`config.mk`:
```
export PLATFORM = sky130hd
export DESIGN_NAME = pmpadrenc
export DESIGN_NICKNAME = d
export VERILOG_FILES = /design/src/rtl/pmpadrenc.sv
export SDC_FILE = /design/constraint.sdc
export NUM_CORES = 1
export LEC_CHECK = 0
export BUFFER_PORTS_ARGS = -buffer_cell sky130_fd_sc_hd__buf_4
export CORE_MARGIN = 3
export CORE_UTILIZATION = 50
export CTS_CLUSTER_DIAMETER = 60
export CTS_CLUSTER_SIZE = 25
export DETAILED_ROUTE_END_ITERATION = 8
export GPL_TIMING_DRIVEN = 0
export HOLD_SLACK_MARGIN = 0.03
export PLACE_DENSITY = 0.72
export REMOVE_ABC_BUFFERS = 1
export SLEW_MARGIN = 30
export SYNTH_ARGS = -nofsm -noshare
export SYNTH_HDL_FRONTEND = slang
export SYNTH_SLANG_ARGS = --single-unit
```
`constraint.sdc`:
```
create_clock -name clk -period 16 [get_ports clk]
set_clock_uncertainty 0.1 [all_clocks]
set_input_delay 0.8 -clock clk [delete_from_list [all_inputs] [get_ports clk]]
set_output_delay 0.8 -clock clk [all_outputs]
set_load 0.01 [all_outputs]
```
`src/rtl/pmpadrenc.sv`:
```
// PMP region encoder: picks NA4/NAPOT/TOR for a [base,bound) region and issues pmpaddr/pmpcfg writes.
// Latency: 2 cycles accept->done on reject; 4 (single entry) or 6 (TOR pair) cycles with no write stalls.
// Backpressure: each write beat holds until WrReady; ReqReady only in IDLE. Option: PMPADRENC_LOCK_CHECK_EN.

package pmpadrenc_pkg;
  typedef struct packed {
    int PA_BITS;
    int PMP_ENTRIES;
  } cvw_t;
endpackage

module pmpadrenc
  import pmpadrenc_pkg::*;
#(
  parameter cvw_t P = '{PA_BITS: 34, PMP_ENTRIES: 16}
) (
  input  logic                               clk,
  input  logic                               reset,
  input  logic                               ReqValid,
  output logic                               ReqReady,
  input  logic [P.PA_BITS-1:0]               ReqBase,
  input  logic [P.PA_BITS:0]                 ReqBound,
  input  logic [$clog2(P.PMP_ENTRIES)-1:0]   ReqIndex,
  input  logic [2:0]                         ReqPerm,
  input  logic                               ReqLock,
`ifdef PMPADRENC_LOCK_CHECK_EN
  input  logic [P.PMP_ENTRIES-1:0]           LockedEntries,
`endif
  output logic                               WrValid,
  input  logic                               WrReady,
  output logic                               WrIsCfg,
  output logic [$clog2(P.PMP_ENTRIES)-1:0]   WrIndex,
  output logic [P.PA_BITS-3:0]               WrAdr,
  output logic [7:0]                         WrCfg,
  output logic                               DoneValid,
  output logic                               DoneError,
  output logic [1:0]                         DoneMode
);

  localparam int PA = P.PA_BITS;
  localparam int NE = P.PMP_ENTRIES;
  localparam int IW = $clog2(NE);

  localparam logic [1:0] MODE_TOR   = 2'b01;
  localparam logic [1:0] MODE_NA4   = 2'b10;
  localparam logic [1:0] MODE_NAPOT = 2'b11;

  localparam logic [PA:0]   SIZE_ONE   = (PA+1)'(1);
  localparam logic [PA:0]   SIZE_FOUR  = (PA+1)'(4);
  localparam logic [PA:0]   SIZE_EIGHT = (PA+1)'(8);
  localparam logic [PA-3:0] MASK_ONE   = (PA-2)'(1);
  localparam logic [IW-1:0] IDX_ONE    = IW'(1);
  localparam logic [IW-1:0] LAST_IDX   = IW'(NE-1);

  typedef enum logic [2:0] {
    S_IDLE,
    S_CLASSIFY,
    S_ADR0,
    S_CFG0,
    S_ADR1,
    S_CFG1,
    S_DONE
  } state_t;

  state_t          state_q, state_d;

  // Captured request
  logic [PA-1:0]   base_q;
  logic [PA:0]     bound_q;
  logic [IW-1:0]   index_q;
  logic [2:0]      perm_q;
  logic            lock_q;

  // Classification result, held for the write beats and the done pulse
  logic [1:0]      mode_q;
  logic            err_q;
  logic [PA-3:0]   adr1_q;
  logic [IW-1:0]   idx1_q;

  // Classification datapath (only meaningful in CLASSIFY)
  logic [PA:0]     region_size;
  logic [PA:0]     size_m1;
  logic [PA-3:0]   napot_mask;
  logic            bad_range;
  logic            is_na4;
  logic            is_napot;
  logic            tor_single;
  logic            cls_err;
  logic            cls_pair;
  logic [1:0]      cls_mode;
  logic [PA-3:0]   cls_adr1;
  logic [IW-1:0]   cls_idx1;
`ifdef PMPADRENC_LOCK_CHECK_EN
  logic [IW:0]     idx2_wide;
  logic            idx2_exists;
`endif

  // Pick the cheapest mode for the captured region and precompute the last address beat
  always_comb begin
    region_size = bound_q - {1'b0, base_q};
    size_m1     = region_size - SIZE_ONE;
    napot_mask  = region_size[PA:3] - MASK_ONE;
    bad_range   = (bound_q <= {1'b0, base_q}) || (base_q[1:0] != 2'b00) || (bound_q[1:0] != 2'b00);
    is_na4      = (region_size == SIZE_FOUR);
    is_napot    = (region_size >= SIZE_EIGHT) && ((region_size & size_m1) == '0)
                  && (({1'b0, base_q} & size_m1) == '0);
    tor_single  = (base_q == '0) && (index_q == '0);

    cls_err  = 1'b0;
    cls_pair = 1'b0;
    cls_mode = MODE_TOR;
    cls_adr1 = bound_q[PA-1:2];
    cls_idx1 = index_q;

    if (bad_range) begin
      cls_err = 1'b1;
    end else if (is_na4) begin
      cls_mode = MODE_NA4;
      cls_adr1 = base_q[PA-1:2];
    end else if (is_napot) begin
      cls_mode = MODE_NAPOT;
      cls_adr1 = base_q[PA-1:2] | napot_mask;
    end else begin
      // A TOR region starting at 0 in entry 0 needs no lower-bound entry
      cls_pair = !tor_single;
      if (cls_pair) begin
        cls_idx1 = index_q + IDX_ONE;
      end
      // Bound beyond the physical space is unrepresentable; a pair at the last entry has no room
      if (bound_q[PA] || (cls_pair && (index_q == LAST_IDX))) begin
        cls_err = 1'b1;
      end
    end

`ifdef PMPADRENC_LOCK_CHECK_EN
    idx2_wide   = {1'b0, index_q} + (IW+1)'(2);
    idx2_exists = (idx2_wide < (IW+1)'(NE));
    if (LockedEntries[index_q]) begin
      cls_err = 1'b1;
    end
    if (cls_pair) begin
      if (LockedEntries[cls_idx1]) begin
        cls_err = 1'b1;
      end
      // A locked TOR entry above would freeze our upper pmpaddr. Its mode is not visible
      // here, so a locked neighbour is treated as TOR.
      if (idx2_exists && LockedEntries[idx2_wide[IW-1:0]]) begin
        cls_err = 1'b1;
      end
    end
`endif
  end

  // FSM state register
  always_ff @(posedge clk) begin
    if (reset) begin
      state_q <= S_IDLE;
    end else begin
      state_q <= state_d;
    end
  end

  // Capture the request on accept and the classification result in CLASSIFY
  always_ff @(posedge clk) begin
    if (reset) begin
      base_q  <= '0;
      bound_q <= '0;
      index_q <= '0;
      perm_q  <= '0;
      lock_q  <= 1'b0;
      mode_q  <= '0;
      err_q   <= 1'b0;
      adr1_q  <= '0;
      idx1_q  <= '0;
    end else begin
      if ((state_q == S_IDLE) && ReqValid) begin
        base_q  <= ReqBase;
        bound_q <= ReqBound;
        index_q <= ReqIndex;
        perm_q  <= ReqPerm;
        lock_q  <= ReqLock;
      end
      if (state_q == S_CLASSIFY) begin
        mode_q <= cls_err ? 2'b00 : cls_mode;
        err_q  <= cls_err;
        adr1_q <= cls_adr1;
        idx1_q <= cls_idx1;
      end
    end
  end

  // Next state and beat/done outputs; the active cfg byte is always the final beat
  always_comb begin
    state_d   = state_q;
    ReqReady  = 1'b0;
    WrValid   = 1'b0;
    WrIsCfg   = 1'b0;
    WrIndex   = '0;
    WrAdr     = '0;
    WrCfg     = '0;
    DoneValid = 1'b0;
    DoneError = 1'b0;
    DoneMode  = 2'b00;

    case (state_q)
      S_IDLE: begin
        ReqReady = 1'b1;
        if (ReqValid) state_d = S_CLASSIFY;
      end
      S_CLASSIFY: begin
        if (cls_err)       state_d = S_DONE;
        else if (cls_pair) state_d = S_ADR0;
        else               state_d = S_ADR1;
      end
      S_ADR0: begin
        WrValid = 1'b1;
        WrIndex = index_q;
        WrAdr   = base_q[PA-1:2];
        if (WrReady) state_d = S_CFG0;
      end
      S_CFG0: begin
        WrValid = 1'b1;
        WrIsCfg = 1'b1;
        WrIndex = index_q;
        WrCfg   = 8'h00;
        if (WrReady) state_d = S_ADR1;
      end
      S_ADR1: begin
        WrValid = 1'b1;
        WrIndex = idx1_q;
        WrAdr   = adr1_q;
        if (WrReady) state_d = S_CFG1;
      end
      S_CFG1: begin
        WrValid = 1'b1;
        WrIsCfg = 1'b1;
        WrIndex = idx1_q;
        WrCfg   = {lock_q, 2'b00, mode_q, perm_q};
        if (WrReady) state_d = S_DONE;
      end
      S_DONE: begin
        DoneValid = 1'b1;
        DoneError = err_q;
        DoneMode  = mode_q;
        state_d   = S_IDLE;
      end
      default: state_d = S_IDLE;
    endcase
  end

endmodule

```
# == Yosys cells after proc, flatten, opt, wreduce, memory -nomap -nowiden ==
# Index checks and enable logic that the tools add are counted.
# op_classes
n_addsub,4
magnitude_cmp,2
eq_ne,13
muxes,35
n_bitwise,3
n_reduce_logical,21
# op_table
cell,count
32-bit 2-to-1 mux,3
35-bit logical NOT,2
32-bit case mux with 2 select lines,1
34-bit by 35-bit AND with 35-bit output,1
35-bit AND,1
"35-bit by 3-bit equality test with 1-bit output, second input constant",1
"35-bit by 4-bit >= comparator with 1-bit output, second input constant",1
35-bit by 34-bit <= comparator with 1-bit output,1
"35-bit by 1-bit subtractor with 35-bit output, second input constant",1
35-bit by 34-bit subtractor with 35-bit output,1
34-bit logical NOT,1
32-bit bitwise OR,1
"32-bit by 1-bit subtractor with 32-bit output, second input constant",1
3-bit 2-to-1 mux,7
3-bit case mux with 6 select lines,1
4-bit 2-to-1 mux,4
1-bit 2-to-1 mux,12
2-bit 2-to-1 mux,5
"2-bit != test, second input constant",5
"3-bit equality test, second input constant",3
8-bit 2-to-1 mux,1
4-bit case mux with 2 select lines,1
"3-bit by 2-bit equality test with 1-bit output, second input constant",2
2-bit OR reduction,3
other kinds (11),18
# word_totals
reg_bits,119
inputBits,81
out_inout_bits,51
word_cells,88

# == Logic depth before layout (Yosys ltp) ==
# Gate-level depths: netlist (run 1).
# logic_depth
word_depth,12
depth_mapped,28
depth_no_buf,25

# == Least setup slack after synthesis (run 1) ==
# OpenSTA, ideal clock, no wires.
# synth_timing
kind,register to register
start,register bound_q[0]
end,register adr1_q[15]
setup_ps,122
arrival_time_ps,5470
t_required_ps,15778
setup_slack_ps,10308
stages_incl_launch_ff,27
path_cell_list,dfxtp_1 inv_1 ha_1 fa_1 nand2b_1 a21oi_2 o21ai_1 a211oi_1 o21ai_0 xor2_1 nand4_1 nor2_1 nand2_1 or3_1 ha_1 o22ai_1 nor4_1 nand4bb_1 nor3_1 nand4_1 a221o_1 a211oi_2 a31o_1 buf_6 buf_8 nor4b_1 a311o_1
# synth_via
elab_chain_cells,9
word_cells_on_any_way,19
# synth_rtl
item,line,rtl
"start, declared",69,logic [PA:0] bound_q;
"start signal, assigned",178,bound_q <= ReqBound;
35-bit by 34-bit subtractor with 35-bit output,100,"region_size = bound_q - {1'b0, base_q};"
35-bit by 1-bit subtractor with 35-bit output,101,size_m1 = region_size - SIZE_ONE;
35-bit AND,105,is_napot = (region_size >= SIZE_EIGHT) && ((region_size & size_m1) == '0)
35-bit logical NOT,105,
1-bit logical AND,105,
1-bit logical AND,106,"&& (({1'b0, base_q} & size_m1) == '0);"
32-bit 2-to-1 mux,120,end else if (is_napot) begin
32-bit 2-to-1 mux,117,end else if (is_na4) begin
32-bit 2-to-1 mux (*),115,if (bad_range) begin
"end signal, assigned",186,adr1_q <= cls_adr1;
"end, declared",77,logic [PA-3:0] adr1_q;
# Every way passes the cells marked *; elsewhere a longest branch is shown, timed or not.
# A chain may end at the register's enable or synchronous reset.

# == Worst setup path after layout (run 1) ==
# Same ends and word-level chain as after synthesis.

==> results of run 1 <==
[power by group through the flow]
stage	clock [mW]	combinational [mW]	sequential [mW]
after floorplan	0	1.49	0.410
after global placement	0	2.10	0.437
after detailed placement	0	2.16	0.442
after CTS	0.406	2.17	0.437
after global routing	0.417	2.42	0.448
final	0.402	2.23	0.439
[per-stage QoR]
step | hold WS, ns | instance area, um2
2_1_floorplan | 0.3258 | 9841
3_3_place_gp | 0.3393 | 11140
3_5_place_dp | 0.3454 | 11400
4_1_cts | 0.3539 | 12000
5_1_grt | 0.3752 | 12010
6_report | 0.3496 | 12010
[logic make-up after synthesis]
logic type | after synthesis
fa+ha+maj | 73
simple gates | 594
xor+xnor | 38
compound gates | 404
flops | 119
mux | 6
buf+inv | 158
other cells | 1
[Yosys cell counts, drive strengths merged, types with 11 or more instances]
cell    number  share of area [%]
xor2        17                1.4
nand2      233                8.5
a311o       25                2.4
buf         31                1.9
and3        17                1.0
inv         57                2.1
and2        25                1.5
clkbuf      70                2.6
nor3        30                1.5
xnor2       21                1.8
nand4       25                1.5
nor4b       29                2.5
o21ai       61                3.0
a211oi      19                1.5
o22ai       16               0.97
nor2        83                3.0
dfxtp      119                 23
nor4        30                2.1
a21oi      124                6.2
a22o        33                2.8
nand3       26                1.3
nand3b      12               0.88
a21o        13               0.95
ha          72                8.8
nor3b       27                2.0
a31oi       11               0.67
[worst max-delay path by stage]
stage | from | to | cells past startpoint
after floorplan | bound_q[0] | adr1_q[15] | 24
after global placement | bound_q[0] | adr1_q[26] | 24
after detailed placement | bound_q[0] | adr1_q[15] | 25
after CTS | bound_q[0] | adr1_q[15] | 25
after global routing | bound_q[0] | adr1_q[15] | 25
final | bound_q[0] | adr1_q[15] | 25
[sequential cells by signal, summed over array words and instances (netlist names)]
register  flops
perm_q        3
index_q       4
bound_q      35
idx1_q        4
lock_q        1
err_q         1
state_q       3
base_q       34
adr1_q       32
mode_q        2
[routing by layer]
metal  GRT usage, %  vias to the layer above
li1               -                     5284
met1          43.03                     5235
met2          54.48                      416
met3          5.572                       52
met4          8.467                        0
met5              0                        -
[final cells by class]
| type | instances | area [um2] |
|---|---|---|
| Tap cell | 265 | 331.6 |
| Clock inverter | 14 | 165.2 |
| Sequential cell | 119 | 2382 |
| Fill cell | 1918 | 7834 |
| Multi-Input combinational cell | 1117 | 7322 |
| Inverter | 57 | 214.0 |
| Clock buffer | 18 | 439.2 |
| Timing Repair Buffer | 137 | 1157 |
[tightest hold or removal path: stages (launching register included)]
cell and delay [ns]:
dfxtp_1 0.31, nand2_1 0.05, a21oi_1 0.05
==> results.yml, run 1 <==
status:
  status: "complete, no violations"
placed_design:
  dp_cells: 1695
  numPortBuffers: 129
  dp_hpwl_mm: 28.20
  detailedPlace.worstSlack_ns: 8.436
  place_congestion: 0.9837
global_routing:
  antenna_found_initial: 0
  grt_start_max_net_pins: 151
  grtUsageTotal_pct: 32.36
  grt_first_pass_wirelength_mm: 57.26
  first_global_vias: 10159
  gr-total-overflow: 0
synth:
  synth_compound_area_share_pct: 27.38
  synthArstFlopShare_pct: 0
  synth_edf_count: 0
  yosysSeqAreaShare_pct: 23.14
  synth.distinct_cells: 95
  synth_fa_ha_area_share_pct: 8.945
  synth-seq-cells: 119
  synth_xor_area_share_pct: 3.233
  syn_avg_cell_area_um2: 7.390
  yosys.area_share.simple_pct: 30.01
  synth_warnings: 0
  synth_top_family_by_area: "simple AND/OR/NAND/NOR gates"
  synthMuxAreaShare_pct: 0.7292
  synth_area_um2: 10290
  ys.flop_type: "dfxtp_1"
  syn-instance-count: 1393
routing:
  antenna_left: 0
  initialDrtViolationCount: 979
  met1_length_mm: 16.03
  wl_met2_mm: 17.51
  wl_mm: 36.74
  route.detailed.drc: 0
  routed_via_density: 6.362
  vias: 10987
  firstDrtPassIters: 6
  wl_met3_mm: 2.459
  highest_layer: "met4"
  wire_per_inst_um: 21.27
job:
  maxCapViolCount: 0
worst_setup_path:
  reg2reg_slack_ns: 8.30
  timing.rr.end: "adr1_q[15]"
  crit_top_cell: "nand4_1"
  critPathLaunchType: "flip-flop"
  worst-path-buf-inv: 2
  crit_arrival_ns: 7.92
  path_max_fanout: 35
  slowest_stage: "xor2_1"
  crit_family: "compound AO/OA/AOI/OAI gates"
  slowest_delay_ns: 0.62
  crit_required_ns: 16.22
  r2r_cells: 25
  critPathCaptureType: "flip-flop"
  regToRegStartpoint: "bound_q[0]"
  critPathKind: "reg2reg"
cts:
  cts_resized: 0
  cts_root_buf: "clkbuf_16"
  numCtsBuffers: 17
  clk_pin_slew_ns: 0.07
  cts.sinks: 119
  postCtsHoldBufs: 0
  cts_tree: "done"
  cts_setup_buffers: 0
  clk_path_buf_depth: 2
  clk_latency_ns: 0.44
  cts_htree_levels: 4
timing:
  setup_viol: 0
  max_freq_ghz: 0.1298
  rsz0062_at_grt: "false"
  setup_ws_ns: 8.296
  slew_headroom_pct: 28.61
  min_period_ns: 7.704
  finalCritPeriodShare_pct: 48.15
  setup_tns_ns: 0
  hold_viol: 0
  tightest_slew_ns: 1.064
  final_max_slew_viol_count: 0
pwr:
  p_total_mw: 3.066
  p_clk_share_pct: 13.1
  leakagePower_nw: 4.684
  p_switching_mw: 1.685
  p_int_mw: 1.381
  comb_power_share_pct: 72.6
  power_frac_seq_pct: 14.3
  ir_drop_uv: 134.9
  switching_share_pct: 54.96
  power_density_nw_per_um2: 255.2
layout:
  syn2layout_area_growth_pct: 16.67
  insertedDiodeCount: 0
  layout_commonest_cell: "nand2_1"
  fin_nets: 1603
  stdcell_count: 1727
  drive_gt1_share_pct: 14.57
  utilization_pct: 60.53
  mostFrequentLayoutCells: "nand2_1 (232), buf_4 (128), a21oi_1 (119), dfxtp_1 (119), nor2_1 (79)"
hold_path:
  min_to: "perm_q[2]"
  hold_class: "reg2reg"
  hold_depth: 2
  min_from: "perm_q[2]"
floorplanning:
  die_h_um: 149.5
  die_x_um: 149.5
  die_area_um2: 22350
  start_util_pct: 51.88
  top_level_ports: 132
  coreArea_um2: 19850
  core.rowCount: 51
No activity file was read; power rests on OpenSTA's default activity.
==> run 2: changes to the inputs <==
==> constraint.sdc (replaced) <==
create_clock -name clk -period 8 [get_ports clk]
set_clock_uncertainty 0.1 [all_clocks]
set_input_delay 0.4 -clock clk [delete_from_list [all_inputs] [get_ports clk]]
set_output_delay 0.4 -clock clk [all_outputs]
set_load 0.01 [all_outputs]
==> run 2 against run 1 <==
  * Core utilization about the same
  * Combinational power up 100%
  * Critical path depth down 1
  * Sequential cell count unchanged
  * Clock power up 100%
  * Routed wire length about the same
  * Power up 100%
  * Maximum frequency up 2.3%
  * Cell area about the same
  * Critical endpoint unchanged
==> results.yml, run 2 (synthesis results as in run 1) <==
timing:
  setup_viol: 0
  hold_slack_ns: 0.1001
  final_max_slew_viol_count: 0
  rsz0062_at_grt: "false"
  setup_tns_ns: 0
  tightest_slew_ns: 1.023
  max_freq_ghz: 0.1327
  finalCritPeriodShare_pct: 94.17
  slew_headroom_pct: 31.38
  hold_viol: 0
  min_period_ns: 7.534
cts:
  cts_htree_levels: 4
  cts_setup_buffers: 0
  numCtsBuffers: 17
  postCtsHoldBufs: 0
  clk_pin_slew_ns: 0.07
  cts_tree: "done"
  cts_resized: 0
  cts.sinks: 119
  clk_latency_ns: 0.44
  cts_root_buf: "clkbuf_16"
  clk_path_buf_depth: 2
hold_path:
  hold_class: "in2reg"
floorplanning:
  top_level_ports: 132
  die_area_um2: 22350
  start_util_pct: 51.88
  die_x_um: 149.5
  die_h_um: 149.5
  coreArea_um2: 19850
  core.rowCount: 51
global_routing:
  grtUsageTotal_pct: 32.36
  use_met1_pct: 43.03
  first_global_vias: 10159
  busiest_layer: "met2"
  grt_start_max_net_pins: 151
  grt_use_met3_pct: 5.572
  grtUsageMet2_pct: 54.48
  gr-total-overflow: 0
  antenna_found_initial: 0
  grt_first_pass_wirelength_mm: 57.26
worst_setup_path:
  crit_required_ns: 8.22
  path_max_fanout: 35
  slowest_delay_ns: 0.67
  worst-path-buf-inv: 2
  critPathCaptureType: "flip-flop"
  crit_family: "compound AO/OA/AOI/OAI gates"
  crit_arrival_ns: 7.75
  critPathKind: "reg2reg"
  path_cells: "inv_1 > ha_1 > nor2b_2 > o31ai_1 > a21oi_1 > o21ai_0 > a221oi_1 > nor2_1 > nand3_1 > nor2_1 > nand2_1 > or3_1 > ha_1 > o22ai_1 > nor4_1 > nand4bb_1 > nor3_1 > nand4_1 > a221o_1 > a211oi_2 > a31o_4 > buf_12 > nor4b_1 > a311o_1"
  critPathLaunchType: "flip-flop"
  slowest_stage: "o31ai_1"
pwr:
  power_density_nw_per_um2: 510.8
  p_total_mw: 6.140
  leakagePower_nw: 4.686
  ir_drop_uv: 270.8
job:
  maxCapViolCount: 0
placed_design:
  dp_hpwl_mm: 28.20
  place_congestion: 0.9837
  numPortBuffers: 129
routing:
  wire_per_inst_um: 21.27
  initialDrtViolationCount: 880
  wl_mm: 36.73
  firstDrtPassIters: 5
  routed_via_density: 6.359
  vias: 10982
  antenna_left: 0
  route.detailed.drc: 0
layout:
  multi_input_area_um2: 7330
  fin_nets: 1603
  fillers: 1918
  largest_reg_flops: 35
  syn2layout_area_growth_pct: 16.75
  regMostFlops: "bound_q"
  seq_area_um2: 2382
  drive_gt1_share_pct: 14.64
  layout_commonest_cell: "nand2_1"
  insertedDiodeCount: 0
  mostFrequentLayoutCells: "nand2_1 (232), buf_4 (128), a21oi_1 (119), dfxtp_1 (119), nor2_1 (79)"
  top_regs: "bound_q: 35 flops, base_q: 34 flops, adr1_q: 32 flops"
status:
  status: "complete, no violations"
==> run 2: cell count changes in the layout (fill, tap and decap cells not counted) <==
cell     change
xor2_2       +1
o21ai_1      +1
o21ai_0      -1
xor2_1       -1
==> run 2: final timing paths <==
| check | from | end | slack (ns) | cells after the start |
|---|---|---|---|---|
| setup / recovery | base_q[1] | adr1_q[15] | 0.47 | 24 |
| setup reg to reg | base_q[1] | adr1_q[15] | 0.47 | 24 |
| hold reg to reg | perm_q[2] | perm_q[2] | 0.35 | 2 |
| hold / removal | ReqBound[16] | bound_q[16] | 0.10 | 3 |
==> run 2: final cells by class <==
type	count	share of cell area [%]
clock inverter	14	1.374
inverter	57	1.780
multi-input combinational	1117	60.98
timing repair buffer	137	9.629
clock buffer	18	3.654
tap	265	2.759
sequential	119	19.82
==> run 2: tightest hold or removal path, cell delays in order <==
cell,delay [ns]
buf_4,0.11
nand2_1,0.04
a21oi_1,0.05
==> run 2: metrics by stage <==
step	cells	instance area, um2	util, %	setup WS (ns)
floorplan	1293	9841	-	1.518
detailed placement	1695	11400	57.42	0.4364
global placement	1687	11140	56.14	-0.6795
finish	1727	12020	60.56	0.4665
CTS	1727	12000	60.47	0.3869
global route	1727	12020	60.56	0.02334
==> run 2: report_power, final <==
group          internal (mW)  total, mW  switching (mW)  leakage, nW
clock                  0.476      0.807           0.331        0.295
combinational           1.57       4.46            2.89         3.42
sequential             0.722      0.877           0.155        0.972
==> run 2: routing by layer <==
metal | wire length, um | vias up | share of wire [%]
li1 | - | 5273 | -
met4 | 728 | 0 | 2.0
met2 | 17600 | 445 | 48
met1 | 15850 | 5213 | 43
met3 | 2541 | 51 | 6.9
met5 | 0 | - | 0
==> run 3: changes to the inputs <==
--- a/config.mk
+++ b/config.mk
@@ -5,15 +5,15 @@
 export SDC_FILE = /design/constraint.sdc
 export NUM_CORES = 1
 export LEC_CHECK = 0
-export BUFFER_PORTS_ARGS = -buffer_cell sky130_fd_sc_hd__buf_4
 export CORE_MARGIN = 3
 export CORE_UTILIZATION = 50
 export CTS_CLUSTER_DIAMETER = 60
 export CTS_CLUSTER_SIZE = 25
 export DETAILED_ROUTE_END_ITERATION = 8
+export DONT_BUFFER_PORTS = 1
 export GPL_TIMING_DRIVEN = 0
 export HOLD_SLACK_MARGIN = 0.03
-export PLACE_DENSITY = 0.72
+export PLACE_DENSITY = 0.67
 export REMOVE_ABC_BUFFERS = 1
 export SLEW_MARGIN = 30
 export SYNTH_ARGS = -nofsm -noshare
==> run 3 against run 2 <==
  * Combinational power about the same
  * Sequential power down 0.7%
  * Global-route usage down 0.14 points
  * Die area stayed put
  * Final cell count is 3.0% lower
  * Sequential cell count stayed put
  * Routed wire length about the same
  * Register-to-register slack worse by 0.06 ns
  * Setup slack got worse by 0.061 ns
  * Clock-buffer cell count fell by 1
  * First-iteration DRC count is 7.7% lower
  * Sequential share of layout area grew 0.40 points
  * Largest power group unchanged
  * Highest routed layer unchanged
==> results.yml, run 3 (synthesis results as in run 1) <==
timing:
  slew_headroom_pct: 34.05
  tightest_slew_ns: 0.9832
  min_period_ns: 7.595
  hold_viol: 0
  rsz0062_at_grt: "false"
  setup_tns_ns: 0
  final_max_slew_viol_count: 0
  hold_slack_ns: 0.03267
  max_freq_ghz: 0.1317
  setup_viol: 0
  finalCritPeriodShare_pct: 94.93
  setup_ws_ns: 0.4053
routing:
  vias: 10860
  firstDrtPassIters: 7
  wire_per_inst_um: 21.91
  initialDrtViolationCount: 812
  antenna_left: 0
  routed_via_density: 6.484
  wl_mm: 36.70
  route.detailed.drc: 0
layout:
  fin_nets: 1551
  seq_area_um2: 2382
  mostFrequentLayoutCells: "nand2_1 (232), a21oi_1 (119), dfxtp_1 (119)"
  drive_gt1_share_pct: 6.170
  insertedDiodeCount: 0
  syn2layout_area_growth_pct: 14.41
  top_regs: "bound_q: 35 flops, base_q: 34 flops, adr1_q: 32 flops"
  layout_commonest_cell: "nand2_1"
  utilization_pct: 59.35
  regMostFlops: "bound_q"
  largest_reg_flops: 35
  fin_area_um2: 11780
  multi_input_area_um2: 7331
  stdcell_count: 1675
  fillers: 1851
pwr:
  power_density_nw_per_um2: 512.8
  power_frac_seq_pct: 14.4
  switching_share_pct: 56.03
  p_switching_mw: 3.384
  p_clk_share_pct: 12.2
  comb_power_share_pct: 73.4
  p_total_mw: 6.040
  p_int_mw: 2.656
  ir_drop_uv: 187.1
  leakagePower_nw: 4.331
worst_setup_path:
  startpoint: "base_q[14]"
  path_cells: "inv_1 > ha_1 > nand4_1 > a211oi_1 > o31a_1 > o32ai_1 > nor2_1 > nand4_1 > nor2_2 > nand2_1 > or3_1 > ha_1 > o22ai_1 > nor4_1 > nand4bb_1 > nor3_1 > nand4_1 > a221o_1 > a211oi_2 > a31o_4 > buf_16 > nor4b_1 > a311o_1"
  slowest_delay_ns: 0.87
  crit_arrival_ns: 7.80
  reg2reg_slack_ns: 0.41
  critPathCaptureType: "flip-flop"
  crit_required_ns: 8.21
  critPathKind: "reg2reg"
  path_max_fanout: 33
  slowest_stage: "a211oi_1"
  crit_family: "compound AO/OA/AOI/OAI gates"
  crit_top_cell: "nand4_1"
  regToRegStartpoint: "base_q[14]"
  worst-path-buf-inv: 2
  critPathLaunchType: "flip-flop"
placed_design:
  dp_hpwl_mm: 27.56
  detailedPlace.worstSlack_ns: 0.2781
  placed_area_um2: 10420
  place_congestion: 0.9602
  dp_cells: 1566
  numPortBuffers: 0
global_routing:
  grt_first_pass_wirelength_mm: 56.84
  grt_start_max_net_pins: 85
  gr-total-overflow: 0
  first_global_vias: 10158
  antenna_found_initial: 0
  grtUsageTotal_pct: 32.22
cts:
  numCtsBuffers: 17
  cts_htree_levels: 4
  cts.sinks: 119
  cts_setup_buffers: 0
  cts_tree: "done"
  clk_path_buf_depth: 2
  clk_pin_slew_ns: 0.06
  cts_root_buf: "clkbuf_16"
  clk_latency_ns: 0.44
floorplanning:
  die_x_um: 149.5
  core.rowCount: 51
  coreArea_um2: 19850
  start_util_pct: 51.88
  die_h_um: 149.5
  top_level_ports: 132
  die_area_um2: 22350
status:
  status: "complete, no violations"
hold_path:
  hold_class: "in2reg"
  min_from: "ReqBound[0]"
job:
  maxCapViolCount: 0
[run 3: cell types whose count changed in the layout (fill, tap and decap cells not counted), moves of 3 or more]
cell	change
inv_6	+3
buf_4	-128
clkinv_4	-4
clkinvlp_4	+3
dlygate4sd3_1	+76
[run 3: final timing paths]
kind	to	cells past startpoint
worst max register to register	adr1_q[15]	23
worst min register to register	perm_q[1]	2
worst min-delay path	bound_q[0]	2
worst max-delay path	adr1_q[15]	23
[run 3: per-layer routing]
layer | part of all wire (%) | vias up | track usage (%)
met4 | 2.6 | 0 | 9.931
li1 | - | 5176 | -
met2 | 46 | 451 | 52.51
met3 | 6.7 | 63 | 5.724
met5 | 0 | - | 0
met1 | 45 | 5170 | 43.54
[run 3: what timing repair did]
action | in CTS | in global routing
endpoints found under the hold margin | 84 | 0
endpoints found under the setup margin | 0 | 31
gates resized for setup | 0 | 3
hold buffers | 77 | 0
[run 3: power groups by stage]
stage	Combinational, mW	Sequential (mW)	Clock [mW]
after floorplan	2.98	0.821	0
after global placement	4.14	0.873	0
after detailed placement	4.23	0.881	0
after CTS	4.30	0.868	0.738
after global routing	4.80	0.889	0.764
final	4.43	0.871	0.737
[run 3: final cells by class]
class                   count  share of cell area, %
repair buffers             85                  8.296
flip-flops and latches    119                  20.23
inverters                  57                  1.816
clock inverters            15                 0.9985
multi-input cells        1117                  62.24
clock buffers              17                  3.612
well taps                 265                  2.815
